<file path="src/rtl/aes_key_expander.sv">
// AES-128 key expander: loads a cipher key word-by-word, expands it into 11 round keys
// and serves them by address. Define AES_KEY_ZEROIZE_EN to add a zeroize input and wipe state.

module aes_sbox (
    input  logic [7:0] a,
    output logic [7:0] s
);
    function automatic logic [7:0] gf_mul(input logic [7:0] x, input logic [7:0] y);
        logic [7:0] p;
        logic [7:0] xa;
        p  = 8'h00;
        xa = x;
        for (int i = 0; i < 8; i++) begin
            if (y[i]) p = p ^ xa;
            xa = {xa[6:0], 1'b0} ^ (xa[7] ? 8'h1b : 8'h00);
        end
        return p;
    endfunction

    logic [7:0] inv;
    logic [7:0] pw;

    // Multiplicative inverse as a^254 (maps 0 to 0), then the affine transform.
    always_comb begin
        inv = 8'h01;
        pw  = gf_mul(a, a);
        for (int i = 0; i < 7; i++) begin
            inv = gf_mul(inv, pw);
            pw  = gf_mul(pw, pw);
        end
    end

    assign s = inv ^ {inv[6:0], inv[7]} ^ {inv[5:0], inv[7:6]}
                   ^ {inv[4:0], inv[7:5]} ^ {inv[3:0], inv[7:4]} ^ 8'h63;
endmodule

// state  | meaning
// IDLE   | waiting for key word 0
// LOAD   | collecting key words 1..3
// EXPAND | computing round key rnd (1..10), one per cycle
// DONE   | all round keys valid; a new word restarts loading
// ZERO   | clearing entry rnd (0..10), zeroize builds only
module aes_key_expander #(
    parameter int REG_OUT = 1
) (
    input  logic         clk,
    input  logic         reset,
    input  logic         key_valid,
    input  logic [31:0]  key_data,
`ifdef AES_KEY_ZEROIZE_EN
    input  logic         zeroize,
`endif
    output logic         key_ready,
    input  logic [3:0]   round_key_addr,
    output logic [127:0] round_key,
    output logic         keys_valid,
    output logic         busy
);
    typedef enum logic [2:0] {
        S_IDLE, S_LOAD, S_EXPAND, S_DONE
`ifdef AES_KEY_ZEROIZE_EN
        , S_ZERO
`endif
    } state_t;

    state_t        state, state_nxt;
    logic [1:0]    wcnt, wcnt_nxt;
    logic [3:0]    rnd, rnd_nxt;
    logic [95:0]   key_buf;
    logic [127:0]  prev_key;
    logic [127:0]  rf [0:10];
    logic          rf_we;
    logic [3:0]    rf_waddr;
    logic [127:0]  rf_wdata;
    logic          zero_req;
    logic          xfer;

    function automatic logic [7:0] rcon(input logic [3:0] r);
        case (r)
            4'd1:    return 8'h01;
            4'd2:    return 8'h02;
            4'd3:    return 8'h04;
            4'd4:    return 8'h08;
            4'd5:    return 8'h10;
            4'd6:    return 8'h20;
            4'd7:    return 8'h40;
            4'd8:    return 8'h80;
            4'd9:    return 8'h1b;
            4'd10:   return 8'h36;
            default: return 8'h00;
        endcase
    endfunction

    logic [31:0]  rot, sub, temp, n0, n1, n2, n3;
    logic [127:0] next_key;

    assign rot = {prev_key[23:0], prev_key[31:24]};
    aes_sbox u_sbox0 (.a(rot[31:24]), .s(sub[31:24]));
    aes_sbox u_sbox1 (.a(rot[23:16]), .s(sub[23:16]));
    aes_sbox u_sbox2 (.a(rot[15:8]),  .s(sub[15:8]));
    aes_sbox u_sbox3 (.a(rot[7:0]),   .s(sub[7:0]));

    assign temp     = sub ^ {rcon(rnd), 24'h0};
    assign n0       = prev_key[127:96] ^ temp;
    assign n1       = prev_key[95:64] ^ n0;
    assign n2       = prev_key[63:32] ^ n1;
    assign n3       = prev_key[31:0] ^ n2;
    assign next_key = {n0, n1, n2, n3};

`ifdef AES_KEY_ZEROIZE_EN
    assign zero_req = zeroize && (state != S_ZERO);
`else
    assign zero_req = 1'b0;
`endif

    // A pending zeroize withdraws ready so no word is half-accepted.
    assign key_ready  = (state == S_IDLE || state == S_LOAD || state == S_DONE) && !zero_req;
    assign busy       = (state != S_IDLE) && (state != S_DONE);
    assign keys_valid = (state == S_DONE);
    assign xfer       = key_valid && key_ready;

    always_comb begin
        state_nxt = state;
        wcnt_nxt  = wcnt;
        rnd_nxt   = rnd;
        rf_we     = 1'b0;
        rf_waddr  = rnd;
        rf_wdata  = next_key;
        case (state)
            S_IDLE, S_DONE: begin
                if (xfer) begin
                    state_nxt = S_LOAD;
                    wcnt_nxt  = 2'd1;
                end
            end
            S_LOAD: begin
                if (xfer) begin
                    wcnt_nxt = wcnt + 2'd1;
                    if (wcnt == 2'd3) begin
                        rf_we     = 1'b1;
                        rf_waddr  = 4'd0;
                        rf_wdata  = {key_buf, key_data};
                        state_nxt = S_EXPAND;
                        rnd_nxt   = 4'd1;
                    end
                end
            end
            S_EXPAND: begin
                rf_we = 1'b1;
                if (rnd == 4'd10) state_nxt = S_DONE;
                else              rnd_nxt   = rnd + 4'd1;
            end
`ifdef AES_KEY_ZEROIZE_EN
            S_ZERO: begin
                rf_we    = 1'b1;
                rf_wdata = '0;
                if (rnd == 4'd10) begin
                    state_nxt = S_IDLE;
                    rnd_nxt   = 4'd0;
                end else begin
                    rnd_nxt = rnd + 4'd1;
                end
            end
`endif
            default: state_nxt = S_IDLE;
        endcase
        if (zero_req) begin
`ifdef AES_KEY_ZEROIZE_EN
            state_nxt = S_ZERO;
`endif
            rnd_nxt  = 4'd0;
            wcnt_nxt = 2'd0;
            rf_we    = 1'b0;
        end
    end

    always_ff @(posedge clk) begin
        if (reset) begin
            state    <= S_IDLE;
            wcnt     <= 2'd0;
            rnd      <= 4'd0;
            key_buf  <= '0;
            prev_key <= '0;
        end else begin
            state <= state_nxt;
            wcnt  <= wcnt_nxt;
            rnd   <= rnd_nxt;
            if (xfer)  key_buf  <= {key_buf[63:0], key_data};
            if (rf_we) prev_key <= rf_wdata;
        end
    end

    always_ff @(posedge clk) begin
        if (!reset && rf_we) rf[rf_waddr] <= rf_wdata;
    end

    logic [127:0] rd_data;
    assign rd_data = (round_key_addr <= 4'd10) ? rf[round_key_addr] : '0;

    generate
        if (REG_OUT != 0) begin : g_reg_out
            always_ff @(posedge clk) begin
                if (reset) round_key <= '0;
                else       round_key <= rd_data;
            end
        end else begin : g_comb_out
            always_comb round_key = rd_data;
        end
    endgenerate
endmodule

</file>
<file path="config.mk">
export PLATFORM = sky130hd
export DESIGN_NAME = aes_key_expander
export DESIGN_NICKNAME = d
export VERILOG_FILES = /design/src/rtl/aes_key_expander.sv
export SDC_FILE = /design/constraint.sdc
export NUM_CORES = 2
export LEC_CHECK = 0
export CORE_ASPECT_RATIO = 1.4
export CORE_MARGIN = 8
export CORE_UTILIZATION = 50
export DETAILED_ROUTE_END_ITERATION = 16
export PLACE_DENSITY = 0.63
export SETUP_SLACK_MARGIN = 0.15
export SYNTH_ARGS = -nofsm -noshare
export SYNTH_HDL_FRONTEND = slang
export SYNTH_SLANG_ARGS = --single-unit
</file>
<file path="constraint.sdc">
create_clock -name clk -period 17.8 [get_ports clk]
set_input_delay 4.45 -clock clk [delete_from_list [all_inputs] [get_ports clk]]
set_output_delay 4.45 -clock clk [all_outputs]
set_load 0.1 [all_outputs]
</file>
==> reports/results.ini <==
[drt]
ant_nets = 0
wl_um = 391400
drc = 0
vias = 95560
drt_iter0_drc = 8212
first_pass_iters = 8
vias_per_cell = 6.063
wl_per_cell_um = 24.83

[worst_setup_path]
critPathRequiredTime_ns = 18.21
cp.buffers_inverters = 6
cp_slowest_cell = o21ai_1
crit_fanout = 21
endpoint_kind = flip-flop
critPathLaunchType = flip-flop
cp.arrival_ns = 17.43
crit_family = XOR/XNOR gates
worst_path_largest_cell_delay_ns = 0.72
crit_path_frequent_cell = xnor3_1
critPathKind = reg -> reg

[placed_design]
dp_hpwl_um = 268100
placed_area_um2 = 134700
post-place-cells = 15460
io_buffer_count = 169
place.gp.congestion = 0.9267

[final_layout]
syn_to_final_growth_pct = 10.47
nNetsFinal = 12390
final_cells = 15760
drive_above_1_share_pct = 12.92
fill_cells = 21710
fin_area_um2 = 140700

[synthesis]
synth_area_per_cell_um2 = 10.41
synth_nets = 12310
synth_edf_count = 1408
async_reset_ff_share_pct = 0
synth-main-ff-cell = edfxtp_1
yosysWarnings = 0
synth_common_cells = xnor2_1 (1581), edfxtp_1 (1408), nor2_1 (1313)
yosysTopAreaCellShare_pct = 33.19
synth_area_leaders = edfxtp_1 (33%), xnor2_1 (11%), xnor3_1 (7.1%)
syn_inst = 12240
post-synth-top-area-cell = edfxtp_1
yosysUniqueCellTypes = 126
yosysMostFrequentCell = xnor2_1
yosysSeqAreaShare_pct = 38.97
synth_area_um2 = 127400
synth.ff_latch_count = 1776

[floorplanning]
initial_core_util_pct = 50.21
die_h_um = 613.2
die_w_um = 442.6
floorplan.die_area_um2 = 271400
ios = 170
core_um2 = 253700
rows = 219

[global_route]
grt_start_max_net_pins = 164
antenna_found_initial = 13
overflow = 0
grt_pass1_vias = 94370
grt_first_pass_wirelength_um = 589800
grt_util_all_layers_pct = 27.61

[sta]
maxSlewHeadroom_pct = 11.33
setup_viol_count_final = 0
finalHoldViolCount = 0
maxSlewViolCount = 0
fin_worst_skew_ns = 0.08223
min_period_ns = 17.02
rsz0062_at_grt = false
fmax_mhz = 58.77
min_period_over_period_pct = 95.59
tightest_slew_ns = 1.320
holdWs_ns = 0.4563

[hold_path]
hold_path.class = reg -> reg

[clock_network]
cts-htree-levels = 4
ctsHoldBuffers = 0
cts-root-buf = clkbuf_16
clockBufferDepth = 4
cts_tree = yes
clk_pin_slew_ns = 0.07
cts.sinks = 1776
numCtsBuffers = 160
insertion_delay_ns = 0.82

[run]
cap_viol_max_count = 0

[outcome]
status = finished, final reports clean

-- logic make-up after synthesis --
logic type,count (synthesis),synth area share (%)
AOI/OAI and AO/OA,2518,12.61
xor gates and xnor gates,2691,24.98
adders and majority gates,35,0.3339
buffers and inverters,979,3.230
DFF,1776,38.97
muxes,645,7.625
and+or+nand+nor,3597,12.24
-- per-stage QoR --
| stage | setup slack (ns) | util (%) | TNS [ns] |
|---|---|---|---|
| floorplan | 2.099 | - | 0 |
| global placement | -0.1399 | 53.08 | -3.251 |
| detailed placement | -0.3014 | 53.08 | -11.25 |
| CTS | 0.1940 | 55.16 | 0 |
| global route | 0.09697 | 55.46 | 0 |
| finish | 0.7846 | 55.46 | 0 |
-- worst reg2reg max path: cells and delay by family (launching register included) --
family / cells / cell delay [ns]
xor+xnor: 29 / 10.38
compound gates: 8 / 2.25
buf+inv: 6 / 1.43
simple gates: 5 / 0.81
mux: 3 / 0.76
fa+ha+maj: 2 / 0.72
flops: 1 / 0.32
-- routing by layer --
layer | routed length, um | vias up | track usage (%)
met5 | 34 | - | 0
met4 | 20240 | 6 | 12.54
met3 | 21820 | 760 | 2.901
met2 | 196100 | 3332 | 49.25
met1 | 153100 | 47480 | 33.80
li1 | - | 43990 | -
-- state kept, by name, summed over array words and instances (netlist names), named ones only --
name	count
round_key	128
state	2
wcnt	2
key_buf	96
rnd	4
rf	1408
prev_key	128
-- final cells by class --
| cell class | instances | area [um2] | share of cell area (%) |
|---|---|---|---|
| Tap cell | 3315 | 4148 | 2.947 |
| Antenna cell | 6 | 15.01 | 0.01067 |
| Clock inverter | 84 | 854.6 | 0.6072 |
| Clock buffer | 201 | 4354 | 3.094 |
| Sequential cell | 1776 | 49650 | 35.28 |
| Timing Repair Buffer | 782 | 6431 | 4.570 |
| Inverter | 109 | 409.1 | 0.2907 |
| Multi-Input combinational cell | 9488 | 74870 | 53.20 |
-- path summary, 6_finish.rpt --
check             cells past startpoint  slack (ns)           to        start
setup / recovery                     53        0.78    rf[5][20]  prev_key[8]
setup reg to reg                     53        0.78    rf[5][20]  prev_key[8]
hold / removal                        2        0.46  key_buf[66]  key_buf[66]
hold reg to reg                       2        0.46  key_buf[66]  key_buf[66]
-- cell usage in the layout (no fill, tap or decap), drive strengths merged, types with 230 or more instances in the layout --
| master | netlist | routed |
|---|---|---|
| nor3 | 230 | 230 |
| o21ai | 484 | 484 |
| a21oi | 832 | 832 |
| mux4 | 257 | 257 |
| buf | 310 | 628 |
| xnor3 | 426 | 426 |
| dfxtp | 368 | 368 |
| nand2 | 1313 | 1313 |
| nor2 | 1318 | 1318 |
| edfxtp | 1408 | 1408 |
| xor2 | 490 | 490 |
| a211oi | 325 | 325 |
| mux2i | 355 | 355 |
| xnor2 | 1714 | 1716 |
-- repair_timing --
item,4_1_cts,5_1_grt
pin swaps,0,6
gates cloned,0,2
buffers inserted,0,13
setup endpoints to repair,209,1284
gates resized for setup,17,106
Power is left out: the tool's default activity adds up to more than one toggle a clock period on the data nets, which glitch-free logic cannot reach.
